File: src/rtl/jtframe_ram_req_pkg.sv
// Shared types for the SDRAM client request block.
// Latency: n/a (types only).
// Backpressure: n/a (types only).
package jtframe_ram_req_pkg;

    // Life cycle of one client access:
    //   ST_IDLE  - nothing outstanding (data_ok may still be held for the client)
    //   ST_REQ   - req raised, waiting for the arbiter grant (we)
    //   ST_WAIT  - granted, client still selected, waiting for din_ok
    //   ST_DRAIN - granted but the client dropped addr_ok; let SDRAM finish silently
    typedef enum logic [1:0] {
        ST_IDLE  = 2'd0,
        ST_REQ   = 2'd1,
        ST_WAIT  = 2'd2,
        ST_DRAIN = 2'd3
    } rq_state_t;

endpackage

File: src/rtl/jtframe_rq_dout.sv
// Read data capture and width-dependent output mux for jtframe_ram_req.
// Latency: captures on the dst/din_ok edge, dout valid right after that edge.
// Backpressure: none; capture enables are qualified by the parent.
//   i_clk/i_rst   : clock, synchronous active-high reset
//   i_start       : access start pulse, samples the byte select
//   i_bsel        : client addr[0] (byte lane for DW=8)
//   i_cap_lo/hi   : load i_din into the low / high 16-bit half
//   i_din         : SDRAM read word
//   o_dout        : read data to the client
module jtframe_rq_dout #(
    parameter int DW = 8
) (
    input  logic          i_clk,
    input  logic          i_rst,
    input  logic          i_start,
    input  logic          i_bsel,
    input  logic          i_cap_lo,
    input  logic          i_cap_hi,
    input  logic [15:0]   i_din,
    output logic [DW-1:0] o_dout
);

    localparam int DW_BYTE = 8;
    localparam int DW_WORD = 16;

    logic [15:0] r_lo;

    always_ff @(posedge i_clk) begin
        if (i_rst)         r_lo <= 16'h0000;
        else if (i_cap_lo) r_lo <= i_din;
    end

    generate
        if (DW == DW_BYTE) begin : g_byte
            // Byte lane is frozen at start so address changes while the
            // client holds addr_ok cannot flip the returned byte.
            logic r_bsel;
            logic w_unused_hi;

            always_ff @(posedge i_clk) begin
                if (i_rst)        r_bsel <= 1'b0;
                else if (i_start) r_bsel <= i_bsel;
            end

            assign o_dout      = r_bsel ? r_lo[15:8] : r_lo[7:0];
            assign w_unused_hi = i_cap_hi;
        end else if (DW == DW_WORD) begin : g_word
            logic w_unused_ctl;

            assign o_dout       = r_lo;
            assign w_unused_ctl = i_start ^ i_bsel ^ i_cap_hi;
        end else begin : g_dword
            logic [15:0] r_hi;
            logic        w_unused_ctl;

            always_ff @(posedge i_clk) begin
                if (i_rst)         r_hi <= 16'h0000;
                else if (i_cap_hi) r_hi <= i_din;
            end

            assign o_dout       = {r_hi, r_lo};
            assign w_unused_ctl = i_start ^ i_bsel;
        end
    endgenerate

endmodule

File: src/rtl/jtframe_ram_req.sv
// Client-side SDRAM request block: turns an addr_ok rising edge into one arbiter access.
// Latency: req one edge after start; read data_ok on the we & din_ok edge (fast writes: with req).
// Backpressure: req is held until the arbiter grants (we); dropping addr_ok cancels or orphans it.
//   clk/rst            : clock, synchronous active-high reset
//   addr/addr_ok       : client address and chip select (rising edge = new access)
//   offset             : SDRAM word base added to the client word address
//   wrdata/wrin        : write data (routed to the arbiter elsewhere) and write flag
//   req/req_rnw        : request and direction toward the arbiter
//   sdram_addr         : SDRAM word address (combinational)
//   din/din_ok/dst/we  : SDRAM data, completion, first-word strobe, slot grant
//   dout/data_ok       : read data and completion toward the client
module jtframe_ram_req
    import jtframe_ram_req_pkg::*;
#(
    parameter int SDRAMW = 22,
    parameter int AW     = 18,
    parameter int DW     = 8,
    parameter int FASTWR = 0
) (
    input  logic              clk,
    input  logic              rst,
    input  logic [AW-1:0]     addr,
    input  logic              addr_ok,
    input  logic [SDRAMW-1:0] offset,
    input  logic [DW-1:0]     wrdata,
    input  logic              wrin,
    output logic              req_rnw,
    output logic [SDRAMW-1:0] sdram_addr,
    input  logic [15:0]       din,
    input  logic              din_ok,
    input  logic              dst,
    output logic [DW-1:0]     dout,
    output logic              req,
    output logic              data_ok,
    input  logic              we
);

    localparam int DW_BYTE = 8;

    rq_state_t   r_state;
    rq_state_t   w_next;
    logic        r_last_cs;
    logic        r_rnw;
    logic        r_data_ok;
    logic        w_start;
    logic        w_live;
    logic        w_done;
    logic        w_unused_wrdata;
    logic [SDRAMW-1:0] w_word_addr;

    // Byte-addressed clients drop addr[0]; it only selects the byte lane.
    generate
        if (DW == DW_BYTE) begin : g_waddr_byte
            assign w_word_addr = SDRAMW'(addr[AW-1:1]);
        end else begin : g_waddr_word
            assign w_word_addr = SDRAMW'(addr);
        end
    endgenerate

    assign sdram_addr      = offset + w_word_addr;
    assign w_start         = addr_ok & ~r_last_cs;
    assign req_rnw         = r_rnw;
    assign data_ok         = r_data_ok;
    assign w_unused_wrdata = ^wrdata;

    // State register
    always_ff @(posedge clk) begin
        if (rst) r_state <= ST_IDLE;
        else     r_state <= w_next;
    end

    // Next state: a fresh start always wins, even over a completion
    // landing on the same edge.
    always_comb begin
        w_next = r_state;
        if (w_start) begin
            w_next = ST_REQ;
        end else begin
            case (r_state)
                ST_REQ: begin
                    if (we)            w_next = din_ok ? ST_IDLE : (addr_ok ? ST_WAIT : ST_DRAIN);
                    else if (!addr_ok) w_next = ST_IDLE;
                end
                ST_WAIT: begin
                    if (we && din_ok)  w_next = ST_IDLE;
                    else if (!addr_ok) w_next = ST_DRAIN;
                end
                ST_DRAIN: begin
                    if (we && din_ok)  w_next = ST_IDLE;
                end
                default: w_next = ST_IDLE;
            endcase
        end
    end

    // Outputs: only a granted access whose client is still selected may
    // deliver data; orphaned (drained) completions are dropped.
    always_comb begin
        req    = (r_state == ST_REQ);
        w_live = ((r_state == ST_REQ) || (r_state == ST_WAIT)) && addr_ok;
        w_done = w_live && we && din_ok;
    end

    always_ff @(posedge clk) begin
        if (rst) begin
            r_last_cs <= 1'b0;
            r_rnw     <= 1'b1;
            r_data_ok <= 1'b0;
        end else begin
            r_last_cs <= addr_ok;
            if (w_start) begin
                r_rnw     <= ~wrin;
                // Fast writes are acknowledged as soon as they are posted.
                r_data_ok <= (FASTWR != 0) && wrin;
            end else if (!addr_ok) begin
                r_data_ok <= 1'b0;
            end else if (w_done) begin
                r_data_ok <= 1'b1;
            end
        end
    end

    jtframe_rq_dout #(
        .DW (DW)
    ) u_dout (
        .i_clk    (clk),
        .i_rst    (rst),
        .i_start  (w_start),
        .i_bsel   (addr[0]),
        .i_cap_lo (w_live && we && dst && r_rnw),
        .i_cap_hi (w_done && r_rnw),
        .i_din    (din),
        .o_dout   (dout)
    );

endmodule

File: config.mk
export PLATFORM = sky130hd
export DESIGN_NAME = jtframe_ram_req
export DESIGN_NICKNAME = d
export VERILOG_FILES = /design/src/rtl/jtframe_ram_req_pkg.sv /design/src/rtl/jtframe_rq_dout.sv /design/src/rtl/jtframe_ram_req.sv
export SDC_FILE = /design/constraint.sdc
export NUM_CORES = 1
export LEC_CHECK = 0
export ABC_AREA = 1
export CORE_ASPECT_RATIO = 0.7
export CORE_MARGIN = 1.5
export CORE_UTILIZATION = 43
export CTS_CLUSTER_SIZE = 28
export DETAILED_ROUTE_END_ITERATION = 8
export PLACE_DENSITY_LB_ADDON = 0.2
export SETUP_SLACK_MARGIN = 0.15
export SYNTH_ARGS = -nofsm -noshare
export SYNTH_HDL_FRONTEND = slang
export SYNTH_SLANG_ARGS = --single-unit
File: constraint.sdc
create_clock -name clk -period 2.7 [get_ports clk]
set_input_delay 0.54 -clock clk [delete_from_list [all_inputs] [get_ports clk]]
set_output_delay 0.54 -clock clk [all_outputs]
set_load 0.01 [all_outputs]
---- Word level (Yosys, flattened, before mapping) ----
Index checks and enable logic that the tools add are counted.
word-level totals
  register bits after elaboration ......... 22
  latch bits .............................. 0
  bits in writable memories ............... 0
  bits in read-only memories .............. 0
  input bits .............................. 71
  output and inout port bits .............. 33
  logic and storage cells ................. 42
  memories kept ........................... 0
cells by class
  $add $sub $neg .......................... 1
  multipliers ............................. 0
  div/mod/pow operators ................... 0
  $lt $le $gt $ge ......................... 0
  equal/unequal tests ..................... 9
  shift operators ......................... 0
  multiplexer cells ....................... 10
  bitwise gates (word level) .............. 4
  reduce and logical (&&, ||, !) cells .... 11
operator list
  kind                                                                     count
  22-bit by 17-bit adder with 22-bit output                                1
  2-bit two-way mux                                                        6
  8-bit two-way mux                                                        1
  1-bit logical AND                                                        6
  3-bit by 2-bit inequality test with 1-bit output, second input constant  2
  2-bit one-hot mux with 3 select lines                                    1
  3-bit AND reduction                                                      2
  2-bit == test, second input constant                                     2
  4-bit by 2-bit inequality test with 1-bit output, second input constant  1
  4-bit by 3-bit inequality test with 1-bit output, second input constant  1
  3-bit inequality test, second input constant                             1
  1-bit NOT                                                                3
  3-bit OR reduction                                                       1
  2-bit by 1-bit == test with 1-bit output, second input constant          1
  1-bit two-way mux                                                        2
  2-bit inequality test, second input constant                             1
  2-bit OR reduction                                                       1
  1-bit bitwise AND                                                        1
  1-bit logical OR                                                         1

---- Depth between registers and ports, before layout ----
  depth in word-level cells ............... 6
  mapped depth ............................ 12

---- By module ----
A second synthesis with hierarchy kept.
second synthesis, totals
  cell total of the unflattened synthesis .. 451
  area total of the unflattened synthesis .. 2511.2 um^2
modules (own cells, without submodules)
  module           instances  cells an instance  area an instance (um^2)  sequential area each (um^2)
  jtframe_ram_req  1          319                1696.6                   100.1
  jtframe_rq_dout  1          132                814.5                    340.3

---- Worst setup path after synthesis ----
OpenSTA, ideal clock, no wires.
  path type ............................... input to output
  start ................................... input offset[0]
  end ..................................... output sdram_addr[12]
  arrival ................................. 1.821 ns
  required time ........................... 2.160 ns
  slack ................................... 0.339 ns
  cell stages on the path ................. 12
  buffers on the path ..................... 0
  path through ............................ ha_1 > inv_1 > fa_1 > inv_1 > nand3_1 > nand3_1 > nand3_1 > nand2_2 > nand2_1 > nand2_1 > nand2_1 > nand2_1
on the way
  cells in the longest elaborated chain, start to end .. 1
RTL lines
  element                                    RTL line               RTL
  start: declaration                         jtframe_ram_req.sv:24  input logic [SDRAMW-1:0] offset,
  22-bit by 17-bit adder with 22-bit output  jtframe_ram_req.sv:60  assign sdram_addr = offset + w_word_addr;
  end: declaration                           jtframe_ram_req.sv:28  output logic [SDRAMW-1:0] sdram_addr,
No other way between the ends.

---- Worst setup path in the final report ----
  start ................................... input offset[2]
  end ..................................... output sdram_addr[19]
The elaborated chain is that of the path after synthesis.

==> metrics.log <==
INFO  metric status = finished clean
INFO  metric cts.htree.levels = 1
INFO  metric start_util = 0.445
INFO  metric placed_cells = 597
INFO  metric yosys.cell_types.count = 34
INFO  metric startpoint_type = input port
INFO  metric hold_path_class = register to register
INFO  metric yosysWarningCount = 0
INFO  metric whs = 0.451 ns
INFO  metric postSynthNetCount = 495
INFO  metric vias_per_cell = 5.06
INFO  metric final_min_period_over_clock_period = 0.962
INFO  metric globalRoute.totalOverflow = 0
INFO  metric finalMaxSlewViolations = 0
INFO  metric place.port_buffers = 95
INFO  metric grt_pass1_wl = 12.6 mm
INFO  metric finalSetupViolCount = 0
INFO  metric synth_cells = 403
INFO  metric insertedDiodeCount = 0
INFO  metric dp_hpwl = 5.71 mm
INFO  metric end_kind = output port
INFO  metric postCtsHoldBufs = 0
INFO  metric clk_latency = 0.26 ns
INFO  metric fraction_of_the_yosys_area_taken_by_sequential_cells = 0.190
INFO  metric clock.fmax = 385 MHz
INFO  metric cts-root-to-sink-buffers = 2
INFO  metric top_delay_family_on_crit_path = simple AND/OR/NAND/NOR gates
INFO  metric tritoncts_clock_tree = yes
INFO  metric number_of_antenna_violations_at_the_first_check_in_global_routing = 0
INFO  metric antenna_left = 0
INFO  metric full_die_area = 0.00584 mm^2
INFO  metric die_width = 90.7 um
INFO  metric path_common_cell = sky130_fd_sc_hd__nand2_2
INFO  metric detail_route.wl_per_cell = 14.1 um
INFO  metric synth.largest_area_cell = sky130_fd_sc_hd__nand2_1
INFO  metric synth.ff_latch_count = 22
INFO  metric die_y = 64.4 um
INFO  metric gpl.final_weighted_congestion = 0.955
INFO  metric pin_count_of_the_biggest_net_entering_global_routing = 19
INFO  metric grt_setup_unrepaired = yes
INFO  metric drc = 0
INFO  metric design.core.area = 0.00520 mm^2
INFO  metric area_growth = 80.5%
INFO  metric critical_path.cell_chain = dlygate4sd2_1 > ha_4 > or2_4 > nand2_2 > nand3b_1 > nand4_1 > nand2_2 > clkdlybuf4s15_2
INFO  metric critical-path-slowest-cell = sky130_fd_sc_hd__ha_4
INFO  metric grt_use_total = 0.269
INFO  metric cap_viol_max_count = 0
INFO  metric number_of_global_route_vias_before_repair = 2922
INFO  metric synthDominantCellAreaShare = 0.204
INFO  metric critPathKind = input port to output port
INFO  metric syn-cell-area = 0.00231 mm^2
INFO  metric clk_root_buffer_cell = sky130_fd_sc_hd__clkbuf_8
INFO  metric timing.critical_path.arrival = 2.06 ns
INFO  metric dr_total_vias = 3104
INFO  metric rows = 22
INFO  metric worst-path-buf-inv = 2
INFO  metric tightestPinTransition = 0.469 ns
INFO  metric final_hold_viol_count = 0
INFO  metric detailedRoute.firstPassIterationCount = 4
INFO  metric nets_finish = 635
INFO  metric routed_wire_length = 8.66 mm
INFO  metric worst_ir_drop_vdd = 0.157 mV
INFO  metric cts.sink_count = 22
INFO  metric critPathRequiredTime = 2.16 ns
INFO  metric ioPinCount = 104
INFO  metric clk_pin_slew_worst_paths = 0.08 ns
INFO  metric tritoncts.num_buffers = 3
INFO  metric slowest_delay = 0.27 ns
INFO  metric timing.max_slew.rel_slack = 0.687
INFO  metric final-instance-count-excl-fill = 614
INFO  metric crit_fanout = 5
INFO  metric drt_iter0_markers = 132
INFO  metric layout-drive-gt1-share = 0.345
INFO  metric leakage = 0.00201 uW
INFO  metric final_period_minus_worst_setup_slack = 2.60 ns
INFO  metric finClkSkew = 0.000879 ns
INFO  metric syn-mean-instance-area = 5.74 um^2
INFO  metric synth.top_cells.by_area = sky130_fd_sc_hd__nand2_1 (20%), sky130_fd_sc_hd__dfxtp_1 (19%), sky130_fd_sc_hd__ha_1 (11%)
INFO  metric pwr_per_cell_area = 323 mW/mm^2
sequential cells by signal, indices dropped and copies added, names as in the netlist:
name / flops
u_dout.r_lo: 16
req_rnw: 1
r_last_cs: 1
data_ok: 1
r_state: 2
u_dout.g_byte.r_bsel: 1
synth_stat cells, drive strengths merged:
master / number
inv: 68
o21bai: 1
nor4: 1
xnor2: 3
nand3b: 2
nor3: 4
clkinv: 1
dfxtp: 22
ha: 20
o21ai: 33
a21oi: 22
fa: 1
nand4: 4
nand3: 22
nand2: 131
a31oi: 1
clkbuf: 1
xor2: 6
or2: 2
and2: 4
buf: 3
nor2: 51
cells in the final DEF (no fill, tap or decap), drive strengths merged:
master	count
nand3	22
inv	68
clkbuf	10
dfxtp	22
nand2	131
ha	20
fa	1
xor2	6
nand3b	2
or2	2
a21oi	22
a31oi	1
nor4	1
dlymetal6s2s	1
xnor2	3
nand4	4
clkdlybuf4s15	8
o21ai	33
clkdlybuf4s50	39
o21bai	1
clkinv	1
dlygate4sd2	27
buf	58
nor3	4
nor2	51
and2	4
power by group:
| part | internal [uW] | switching, uW | leakage [uW] | total, uW |
|---|---|---|---|---|
| Clock | 130 | 107 | 0.0000288 | 237 |
| Sequential | 334 | 9.36 | 0.000179 | 343 |
| Combinational | 370 | 400 | 0.00180 | 771 |
cell families (layout without fill, tap and decap cells):
kind of cell    Yosys count  count (layout)  share of synthesized area
simple gates            221             221                      0.404
buf+inv                  73             212                      0.125
compound gates           57              57                      0.130
flops                    22              22                      0.190
fa+ha+maj                21              21                      0.117
xor+xnor                  9               9                     0.0341
worst paths after layout:
check | depth (start not counted) | slack, ns | to | from
setup reg to reg | 7 | 0.93 | u_dout.r_lo[15] | r_state[0]
hold / removal | 2 | 0.45 | u_dout.r_lo[1] | u_dout.r_lo[1]
hold reg to reg | 2 | 0.45 | u_dout.r_lo[1] | u_dout.r_lo[1]
setup / recovery | 8 | 0.10 | sdram_addr[19] | offset[2]
worst reg2reg max path, delay by kind of cell, from the launching register on:
kind	cells	cell delay (ns)
compound gates	1	0.18
fa+ha+maj	1	0.32
buf+inv	2	0.35
flops	1	0.41
simple gates	3	0.42
stage by stage:
stage	utilization	setup slack (ns)	area, um^2	total power, uW	TNS (ns)
after floorplan	-	0.339	2310	643	0
after global placement	0.684	-0.696	3560	964	-10.13
after CTS	0.760	0.147	3950	1250	0
final	0.803	0.102	4180	1350	0
after global routing	0.803	0.0303	4180	1420	0
after detailed placement	0.684	-0.800	3560	976	-11.23
area by class of cell:
cell class	count	area (um^2)
Inverter	69	265
Clock buffer	4	55.1
Timing Repair Buffer	139	1170
Sequential cell	22	440
Tap cell	72	90.1
Multi-Input combinational cell	308	2150
Fill cell	355	1030
routing by layer:
layer,vias up,wire length (um),track usage
met5,-,0,0
met4,0,210,0.0833
met3,25,518,0.0488
met2,117,4240,0.473
met1,1421,3680,0.334
li1,1541,-,-
timing repair:
action / CTS / global route
endpoints found under the setup margin: 21 / 17
gates resized for setup: 168 / 83
pin swaps: 31 / 48
buffers inserted: 7 / 6
Note: power is estimated with default switching activity, not from simulation.
